`src/rtl/wor_pkg.sv`:
```
// Shared definitions for the wired-OR bus blocks: state encoding, default
// bit timing and word width, and the even-parity helper.
package wor_pkg;

    localparam int DEF_CLKS_PER_BIT = 16;
    localparam int DEF_DATA_W       = 8;

    typedef enum logic [2:0] {
        IDLE   = 3'd0,
        START  = 3'd1,
        DATA   = 3'd2,
        PARITY = 3'd3,
        STOP   = 3'd4
    } state_t;

    // Returns 1 when the bits (data plus parity bit, zero-extended) have odd weight.
    function automatic logic even_parity_err(input logic [63:0] bits);
        return ^bits;
    endfunction

endpackage

```
`src/rtl/wor_sync.sv`:
```
// Two-flop synchronizer for an asynchronous single-bit input, with a
// configurable reset value.
module wor_sync #(
    parameter logic RESET_VAL = 1'b0
) (
    input  logic clk,
    input  logic rst_n,
    input  logic d,
    output logic q
);

    logic meta;

    // NOTE: sequential state always uses non-blocking assignments so every flop samples pre-edge values.
    always_ff @(posedge clk or negedge rst_n) begin
        if (!rst_n) begin
            meta <= RESET_VAL;
            q    <= RESET_VAL;
        end else begin
            meta <= d;
            q    <= meta;
        end
    end

endmodule

```
`src/rtl/wor_rx.sv`:
```
// Wired-OR bus frame receiver: start/data(MSB first)/even-parity/stop frames,
// delivered through a one-entry valid/ready buffer with error flags.
module wor_rx
    import wor_pkg::*;
#(
    parameter int CLKS_PER_BIT = DEF_CLKS_PER_BIT,
    parameter int DATA_W       = DEF_DATA_W
) (
    input  logic              clk,
    input  logic              rst_n,
    input  logic              line_i,
    output logic [DATA_W-1:0] data_o,
    output logic              valid_o,
    input  logic              ready_i,
    output logic              parity_err_o,
    output logic              frame_err_o,
    output logic              overrun_o,
    output logic              busy_o
);

    localparam int CNT_W = $clog2(CLKS_PER_BIT);
    localparam int IDX_W = $clog2(DATA_W + 1);

    state_t              state_q, state_d;
    logic [CNT_W-1:0]    cnt_q, cnt_d;
    logic [IDX_W-1:0]    idx_q, idx_d;
    logic [DATA_W-1:0]   shift_q, shift_d;
    logic                perr_frame_q, perr_frame_d;
    logic                done;
    logic                s;
    logic                p_q;
    logic [1:0]          warm_q;

    wor_sync #(.RESET_VAL(1'b0)) u_sync (
        .clk   (clk),
        .rst_n (rst_n),
        .d     (line_i),
        .q     (s)
    );

    // p holds its reset value until the synchronizer has flushed its reset
    // zeros, so a line held high across reset release never looks like an edge.
    always_ff @(posedge clk or negedge rst_n) begin
        if (!rst_n) begin
            warm_q <= 2'b00;
            p_q    <= 1'b1;
        end else begin
            warm_q <= {warm_q[0], 1'b1};
            p_q    <= warm_q[1] ? s : 1'b1;
        end
    end

    always_ff @(posedge clk or negedge rst_n) begin
        if (!rst_n) begin
            state_q      <= IDLE;
            cnt_q        <= '0;
            idx_q        <= '0;
            shift_q      <= '0;
            perr_frame_q <= 1'b0;
        end else begin
            state_q      <= state_d;
            cnt_q        <= cnt_d;
            idx_q        <= idx_d;
            shift_q      <= shift_d;
            perr_frame_q <= perr_frame_d;
        end
    end

    // NOTE: every always_comb output gets a default first so no path infers a latch.
    always_comb begin
        state_d      = state_q;
        cnt_d        = cnt_q;
        idx_d        = idx_q;
        shift_d      = shift_q;
        perr_frame_d = perr_frame_q;
        done         = 1'b0;

        if (state_q != IDLE && cnt_q != '0)
            cnt_d = cnt_q - CNT_W'(1);

        unique case (state_q)
            IDLE: begin
                if (s && !p_q) begin
                    state_d = START;
                    cnt_d   = CNT_W'(CLKS_PER_BIT / 2 - 1);
                end
            end
            START: begin
                if (cnt_q == '0) begin
                    if (s) begin
                        state_d = DATA;
                        cnt_d   = CNT_W'(CLKS_PER_BIT - 1);
                        idx_d   = '0;
                    end else begin
                        state_d = IDLE;
                    end
                end
            end
            DATA: begin
                if (cnt_q == '0) begin
                    shift_d = DATA_W'({shift_q, s});
                    cnt_d   = CNT_W'(CLKS_PER_BIT - 1);
                    if (idx_q == IDX_W'(DATA_W - 1))
                        state_d = PARITY;
                    else
                        idx_d = idx_q + IDX_W'(1);
                end
            end
            PARITY: begin
                if (cnt_q == '0) begin
                    perr_frame_d = even_parity_err(64'({shift_q, s}));
                    cnt_d        = CNT_W'(CLKS_PER_BIT - 1);
                    state_d      = STOP;
                end
            end
            STOP: begin
                if (cnt_q == '0) begin
                    done    = 1'b1;
                    state_d = IDLE;
                end
            end
            default: state_d = IDLE;
        endcase
    end

    // One-entry output buffer; a completed frame that finds it full is dropped.
    always_ff @(posedge clk or negedge rst_n) begin
        if (!rst_n) begin
            data_o       <= '0;
            valid_o      <= 1'b0;
            parity_err_o <= 1'b0;
            frame_err_o  <= 1'b0;
            overrun_o    <= 1'b0;
        end else begin
            overrun_o <= 1'b0;
            if (valid_o && ready_i)
                valid_o <= 1'b0;
            if (done) begin
                if (!valid_o || ready_i) begin
                    data_o       <= shift_q;
                    parity_err_o <= perr_frame_q;
                    frame_err_o  <= s;
                    valid_o      <= 1'b1;
                end else begin
                    overrun_o <= 1'b1;
                end
            end
        end
    end

    assign busy_o = (state_q != IDLE);

endmodule
```
`config.mk`:
```
export PLATFORM = sky130hd
export DESIGN_NAME = wor_rx
export DESIGN_NICKNAME = d
export VERILOG_FILES = /design/src/rtl/wor_pkg.sv /design/src/rtl/wor_sync.sv /design/src/rtl/wor_rx.sv
export SDC_FILE = /design/constraint.sdc
export NUM_CORES = 1
export LEC_CHECK = 0
export CORE_ASPECT_RATIO = 1.4
export CORE_UTILIZATION = 50
export DETAILED_ROUTE_END_ITERATION = 10
export GPL_TIMING_DRIVEN = 0
export PLACE_DENSITY = 0.7
export SETUP_SLACK_MARGIN = 0.1
export SYNTH_ARGS = -nofsm -noshare
export SYNTH_HDL_FRONTEND = slang
export SYNTH_HIERARCHICAL = 1
export SYNTH_SLANG_ARGS = --single-unit
export TNS_END_PERCENT = 10
```
`constraint.sdc`:
```
create_clock -name clk -period 4.6 [get_ports clk]
set_clock_uncertainty 0.15 [all_clocks]
set_input_delay 0.69 -clock clk [delete_from_list [all_inputs] [get_ports clk]]
set_output_delay 0.69 -clock clk [all_outputs]
set_load 0.01 [all_outputs]
```
## After elaboration in Yosys (flattened, before gate mapping)

Cells that the tools add are included.

- Equal/unequal tests: 13
- $add $sub $neg: 2
- Muxes and demuxes: 27
- Reduce and logical (&&, ||, !) cells: 18

Operators by type and width:

| cell | number |
|---|---|
| 64-bit XOR reduction | 1 |
| 4-bit 2-to-1 mux | 9 |
| 3-bit 2-to-1 mux | 6 |
| 3-bit case mux with 5 select lines | 1 |
| 2-bit inequality test, second input constant | 7 |
| 4-bit case mux with 3 select lines | 1 |
| 1-bit 2-to-1 mux | 8 |
| 4-bit case mux with 2 select lines | 1 |
| 3-bit by 2-bit == test with 1-bit output, second input constant | 2 |
| 2-bit AND reduction | 3 |
| 6-bit AND reduction | 1 |
| 5-bit AND reduction | 1 |
| 4-bit by 1-bit adder with 4-bit output, second input constant | 1 |
| 4-bit by 3-bit == test with 1-bit output, second input constant | 1 |
| 4-bit logical NOT | 1 |
| 4-bit nonzero test | 1 |
| 4-bit by 1-bit subtractor with 4-bit output, second input constant | 1 |
| 3-bit by 1-bit == test with 1-bit output, second input constant | 1 |
| 3-bit == test, second input constant | 1 |
| 1-bit logical AND | 3 |
| 3-bit logical NOT | 1 |
| 3-bit nonzero test | 1 |
| 1-bit logical NOT | 2 |
| 2-bit 2-to-1 mux | 1 |
| 4 further kinds | 4 |

- Output and inout port bits: 13
- Word-level logic and storage cells: 74
- Register bits: 37
- Input port bits: 4

## Logic depth before layout (Yosys ltp)

Gate-level depths: netlist of run 1.

- Depth in word-level cells: 6
- Depth in mapped cells: 7
- Gate-level depth less buffers: 6

## Modules after synthesis

The synthesis of run 1 kept the hierarchy.

Modules (own cells, without submodules):

| module | seq. area each (um^2) | area an instance (um^2) | cells an instance | instances |
|---|---|---|---|---|
| wor_rx | 877.1 | 1654.1 | 140 | 1 |
| wor_sync | 50.0 | 50.0 | 2 | 1 |

## Least setup slack after synthesis of run 1

OpenSTA, ideal clock, no wires.

- Path kind: register to register
- Start: register cnt_q[0]
- End: register shift_q[0]
- Slack: 2623 ps
- Path buffers: 0
- Cell stages (with the launch flop): 6
- Required time: 4325 ps
- Clock period less this slack: 1977 ps
- Data arrival time: 1703 ps
- Setup time: 125 ps
- Path through: dfrtp_1 -> inv_1 -> ha_1 -> or3b_4 -> nor3_4 -> mux2_2

- Word-level cells in the longest chain between the ends: 2

RTL lines:

| element | RTL line | source |
|---|---|---|
| start, declared | wor_rx.sv:25 | `logic [CNT_W-1:0] cnt_q, cnt_d;` |
| start signal, assigned | wor_rx.sv:62 | `cnt_q <= cnt_d;` |
| 4-bit logical NOT | wor_rx.sv:100 | `if (cnt_q == '0) begin` |
| 2-bit AND reduction (no line) | n/a |  |
| end signal, assigned | wor_rx.sv:64 | `shift_q <= shift_d;` |
| end, declared | wor_rx.sv:27 | `logic [DATA_W-1:0] shift_q, shift_d;` |

Every way passes these cells.
A chain may end at the register's enable or synchronous reset.

## Final worst setup path of run 1

- Start: register state_q[2]
- End: output port busy_o

- Word-level cells in the longest chain between the ends: 1

RTL lines:

| element | RTL line | source |
|---|---|---|
| start, declared | wor_rx.sv:24 | `state_t state_q, state_d;` |
| start signal, assigned | wor_rx.sv:61 | `state_q <= state_d;` |
| 3-bit nonzero test | wor_rx.sv:151 | `assign busy_o = (state_q != IDLE);` |
| end, declared | wor_rx.sv:18 | `output logic busy_o` |

Every way passes these cells.

==> results of run 1 <==
## through the flow
step | setup WS (ns) | std cells | area [sq um] | power (mW)
2_1_floorplan | 2.62 | 142 | 1700 | 0.629
3_5_place_dp | 2.30 | 197 | 1910 | 0.702
4_1_cts | 2.06 | 205 | 2030 | 0.998
3_3_place_gp | 1.89 | 197 | 1910 | 0.688
5_1_grt | 2.01 | 205 | 2030 | 1.05
6_report | 2.06 | 205 | 2030 | 0.988
## worst paths after layout
kind	from	end	slack, ns	depth (start not counted)
worst max-delay path	state_q[2]	busy_o	2.06	3
worst min-delay path	warm_q[0]	warm_q[1]	0.20	0
worst max register to register	cnt_q[0]	shift_q[5]	2.42	5
worst min register to register	warm_q[0]	warm_q[1]	0.20	0
max in group asynchronous	rst_n	idx_q[2]	3.45	1
min in group asynchronous	rst_n	cnt_q[3]	0.33	1
## cell usage in the layout (no fill, tap or decap), types with 2 or more instances in the layout
cell type and count:
nor2_1 6, inv_1 2, nand4b_1 2, nand3_1 4, mux2_2 19, nor4b_1 2, xnor2_1 6, a31oi_1 2
clkbuf_1 2, nand2_1 16, dfrtp_1 36, clkbuf_8 6, ha_1 2, o21ai_0 6, a21oi_1 4, buf_2 4
nand2b_1 5, o31ai_1 2, clkdlybuf4s50_1 15
## kinds of logic after synthesis
| family | count (synthesis) | share of synthesized area (%) |
|---|---|---|
| AOI/OAI and AO/OA | 19 | 6.90 |
| xor gates and xnor gates | 8 | 4.92 |
| adders and majority gates | 2 | 1.47 |
| buffers and inverters | 8 | 2.20 |
| DFF | 37 | 54.4 |
| muxes | 19 | 12.6 |
| other | 1 | 0.220 |
| and+or+nand+nor | 48 | 17.3 |
## registers in the layout, summed over array words and instances, names as in the netlist
signal / count
data_o: 8
shift_q: 8
cnt_q: 4
idx_q: 4
state_q: 3
warm_q: 2
frame_err_o: 1
overrun_o: 1
p_q: 1
parity_err_o: 1
perr_frame_q: 1
u_sync/meta: 1
u_sync/q: 1
valid_o: 1
## power by group
part / internal, mW / switching (mW) / leakage (nW)
Combinational: 0.131 / 0.152 / 0.396
Sequential: 0.372 / 0.0411 / 0.491
Clock: 0.176 / 0.116 / 0.0574
Total: 0.680 / 0.308 / 0.944
## synth_stat cells (2+ instances only)
library cell	n	share of area, %
a21oi_1	4	1.2
a31oi_1	2	0.73
buf_2	3	0.88
clkbuf_1	2	0.44
dfrtp_1	36	53
ha_1	2	1.5
inv_1	2	0.44
mux2_2	19	13
nand2_1	16	3.5
nand2b_1	5	1.8
nand3_1	4	1.2
nand4b_1	2	1.0
nor2_1	6	1.3
nor4b_1	2	1.0
o21ai_0	6	1.8
o31ai_1	2	0.88
xnor2_1	6	3.1
## area by class of cell
type | count | area share, %
clock inverters | 2 | 1.85
multi-input cells | 97 | 36.5
repair buffers | 16 | 7.65
inverters | 2 | 0.370
well taps | 39 | 2.41
plain buffers | 6 | 1.48
flip-flops and latches | 37 | 45.7
clock buffers | 6 | 4.07
## critical path: cells and delay by family, from the launching register on
| kind | cells | cell delay [ns] |
|---|---|---|
| buffers and inverters | 2 | 0.64 |
| DFF | 1 | 0.41 |
| and+or+nand+nor | 1 | 0.37 |
## metal layers
metal  up-vias  share of wire [%]
met5         -                  0
met4         0                1.8
met3         6                2.9
met2        16                 53
met1       578                 43
li1        547                  -
==> flow_summary.json, run 1 <==
{
  "outcome": "finished, final reports clean",
  "syn_area_sq_mm": 0.00170,
  "vias": 1147,
  "synth-seq-cells": 37,
  "ys_async_sr_fraction_pct": 100,
  "final_core_util_pct": 63.7,
  "dp_hpwl_microns": 2060,
  "cp-start-kind": "flip-flop",
  "p_leak_nw": 0.944,
  "start_util_pct": 53.5,
  "grtUsageMet3_pct": 5.38,
  "maxCapViolations": 0,
  "max-slew-margin-rel_pct": 46.5,
  "place.gp.congestion": 0.843,
  "drive_gt1_share_pct": 24.1,
  "ys.flop_type": "dfrtp_1",
  "grt_use_met1_pct": 21.3,
  "drc": 0,
  "pwr_density_cell_mw_per_mm2": 487,
  "hold_viol_final": 0,
  "criticalPathCategory": "reg -> out",
  "crit_required_ns": 3.76,
  "hp-class": "reg -> reg",
  "htreeDepth": 2,
  "path_cells": "or3_1 -> clkbuf_1 -> clkdlybuf4s50_1",
  "ys_seq_area_share_pct": 54.4,
  "max_stage_delay_ns": 0.49,
  "cts_root_buf": "clkbuf_8",
  "vdd_drop_max_mv": 0.284,
  "area_growth_pct": 19.0,
  "finalSetupTns_ns": 0,
  "synth_cell_types": 40,
  "min_period_ns": 2.54,
  "nFillCells": 258,
  "ios": 17,
  "track_usage_pct": 19.7,
  "routed_wl_microns": 2970,
  "die_h_microns": 71.1,
  "area.sequential_sq_um": 927,
  "grt_max_degree": 38,
  "drt_iter0_drc": 25,
  "cts_buffers": 5,
  "antenna_left": 0,
  "use_met2_pct": 34.9,
  "cts_buffer_depth": 2,
  "synthesis.instances": 142,
  "via_per_inst": 5.60,
  "grt.busiest_layer": "met2",
  "worstMarginPinSlew_ns": 0.803,
  "grt_pass1_vias": 1241,
  "rows": 24,
  "syn_avg_cell_area_sq_um": 12.0,
  "crit_path_end_kind": "output port",
  "portBuffers": 16,
  "grt_first_pass_wirelength_microns": 5310,
  "die_w_microns": 51.3,
  "yosysWarnings": 6,
  "path_max_fanout": 5,
  "nets": 171,
  "cts_resized": 0,
  "slew_violations": 0,
  "whs_ns": 0.199,
  "wire_per_inst_microns": 14.5,
  "synth-edff-count": 0,
  "clock.fmax_ghz": 0.393,
  "multi_input_comb_area_sq_um": 739,
  "clock_latency_ns": 0.29,
  "worstPathArrival_ns": 1.70,
  "clock_sinks": 37,
  "num_antenna_cells": 0,
  "antenna_found_initial": 0,
  "setup_viol": 0,
  "grt_overflow_total": 0,
  "cts_setup_buffers": 0,
  "core_sq_mm": 0.00318,
  "clk_pin_slew_ns": 0.07,
  "fp.dieArea_sq_mm": 0.00365,
  "firstDrtPassIters": 4,
  "fin_crit_sh_pct": 55.3,
  "cts_tree": "built",
  "rsz0062_at_grt": "false",
  "cpMaxStageDelayCell": "clkdlybuf4s50_1",
  "synthesis.nets": 148,
  "cts_hold_buffers": 0
}
Note: power is estimated with default switching activity, not from simulation.
==> run 2, diff against run 1 <==
- PLACE_DENSITY: 0.7 -> 0.73
- clock period: 4.6 -> 2.1 ns (I/O delays scaled with it)
==> run 2 against run 1 <==
Cell count up 2.4%. Sequential share of layout area fell by 1.6 points. Core utilization grew 2.3 points. First-iteration DRC count is 48% lower. Final area is 3.6% higher. Sequential power increased by 120%. Combinational power grew to 2.5 times the previous value. Via count increased by 0.35%. Highest routed layer unchanged. Total power grew 120%. Non-clock buffer count up 6. Largest cell class unchanged.
==> flow_summary.json, run 2 (synthesis results as in run 1) <==
{
  "cts_root_buf": "clkbuf_8",
  "place.gp.congestion": 0.821,
  "cp-start-kind": "flip-flop",
  "switching_share_pct": 33.0,
  "pwr_density_cell_mw_per_mm2": 1010,
  "wire_per_inst_microns": 15.1,
  "multi_input_comb_area_sq_um": 786,
  "cpMaxStageDelayCell": "or3b_4",
  "antenna_found_initial": 0,
  "criticalPathCategory": "reg -> reg",
  "place_area_sq_mm": 0.00191,
  "vdd_drop_max_mv": 0.585,
  "design_area_sq_mm": 0.00210,
  "fp.dieArea_sq_mm": 0.00365,
  "htreeDepth": 2,
  "dp_hpwl_microns": 2070,
  "die_h_microns": 71.1,
  "nFillCells": 254,
  "antenna_left": 0,
  "rows": 24,
  "clock_latency_ns": 0.29,
  "grt_pass1_vias": 1240,
  "routed_wl_microns": 3170,
  "crit_required_ns": 2.12,
  "worstPathArrival_ns": 2.04,
  "ios": 17,
  "grt_first_pass_wirelength_microns": 5320,
  "outcome": "finished, final reports clean",
  "crit_path_end_kind": "flip-flop",
  "area.sequential_sq_um": 927,
  "max_stage_delay_ns": 0.42,
  "finalSetupTns_ns": 0,
  "cts_tree": "built",
  "drc": 0,
  "intPower_mw": 1.43,
  "top_regs": "data_o: 8 flops, shift_q: 8 flops",
  "p_switching_mw": 0.704,
  "setup_viol": 0,
  "drive_gt1_share_pct": 27.5,
  "grt_overflow_total": 0,
  "max-slew-margin-rel_pct": 47.0,
  "cts_buffer_depth": 2,
  "min_period_ns": 2.01,
  "layout_commonest_cell": "dfrtp_1",
  "vias": 1151,
  "drt_iter0_drc": 13,
  "path_cells": "inv_2 -> ha_4 -> or3b_4 -> nor3_4 -> buf_6 -> mux2_4",
  "cp_num_buf_inv": 2,
  "rsz0062_at_grt": "true",
  "nets": 177,
  "path_max_fanout": 5,
  "p_comb_share_pct": 33.7,
  "slew_violations": 0,
  "maxCapViolations": 0,
  "hp-class": "reg -> reg",
  "start_util_pct": 53.5,
  "clk_pin_slew_ns": 0.07,
  "p_leak_nw": 0.983,
  "num_antenna_cells": 0,
  "portBuffers": 16,
  "clkPwrFrac_pct": 23.2,
  "clock_sinks": 37,
  "clock.fmax_ghz": 0.496,
  "cp_top_family": "simple AND/OR/NAND/NOR gates",
  "die_w_microns": 51.3,
  "cts_buffers": 5,
  "track_usage_pct": 20.2,
  "seqPwrFrac_pct": 43.1,
  "grt_max_degree": 38,
  "area_growth_pct": 23.3,
  "hold_viol_final": 0,
  "worstMarginPinSlew_ns": 0.794,
  "core_sq_mm": 0.00318,
  "firstDrtPassIters": 4,
  "final_cell_mix": "dfrtp_1, nand2_1, mux2_2, clkdlybuf4s50_1",
  "fin_crit_sh_pct": 95.9,
  "via_per_inst": 5.48
}
run 2: cell types whose count changed in the layout (fill, tap and decap cells not counted), sizes merged:
cell	before	now
buf	5	10
clkbuf	8	9
dlygate4sd3	0	1
bufinv	1	0
dlygate4sd2	0	1
clkinvlp	1	0
clkdlybuf4s50	15	14
run 2: worst paths after layout:
check | endpoint | slack (ns) | cells after the start | startpoint
worst max-delay path | shift_q[0] | 0.09 | 6 | cnt_q[1]
worst min-delay path | u_sync/q | 0.20 | 0 | u_sync/meta
worst max register to register | shift_q[0] | 0.09 | 6 | cnt_q[1]
worst min register to register | u_sync/q | 0.20 | 0 | u_sync/meta
max in group asynchronous | shift_q[7] | 0.79 | 2 | rst_n
min in group asynchronous | cnt_q[0] | 0.49 | 2 | rst_n
run 2: layer usage:
metal / track usage [%] / wire length [microns]
met2: 35.1 / 1680
met3: 3.87 / 84
met5: 0 / 0
met1: 22.8 / 1330
met4: 10.8 / 78
run 2: metrics by stage:
step	cells	power, mW	setup WS [ns]	hold WS [ns]	util, %
final	210	2.13	0.0852	0.204	66.0
after global routing	210	2.28	0.0273	0.222	66.0
after CTS	205	2.05	-0.0280	0.210	63.3
after detailed placement	197	1.54	-0.0556	0.194	59.9
after global placement	197	1.51	-0.205	0.182	60.1
after floorplan	142	1.38	0.123	-0.131	-
run 2: layout make-up:
type                            count  share of cell area (%)
Sequential cell                    37                    44.1
Timing Repair Buffer               22                    9.94
Inverter                            2                   0.357
Multi-Input combinational cell     97                    37.4
Tap cell                           39                    2.32
Buffer                              6                    1.79
Clock buffer                        7                    4.11
run 2: power groups by stage:
stage | registers (mW) | clock network, mW | logic [mW]
floorplan | 0.894 | 0 | 0.484
global placement | 0.913 | 0 | 0.593
detailed placement | 0.919 | 0 | 0.626
CTS | 0.905 | 0.511 | 0.632
global route | 0.931 | 0.534 | 0.813
finish | 0.919 | 0.495 | 0.718
run 2: what timing repair did:
item,4_1_cts,5_1_grt
endpoints found under the setup margin,20,25
hold buffers,1,0
endpoints found under the hold margin,36,0
buffers inserted,0,5
pin swaps,1,2
resized for setup,3,15
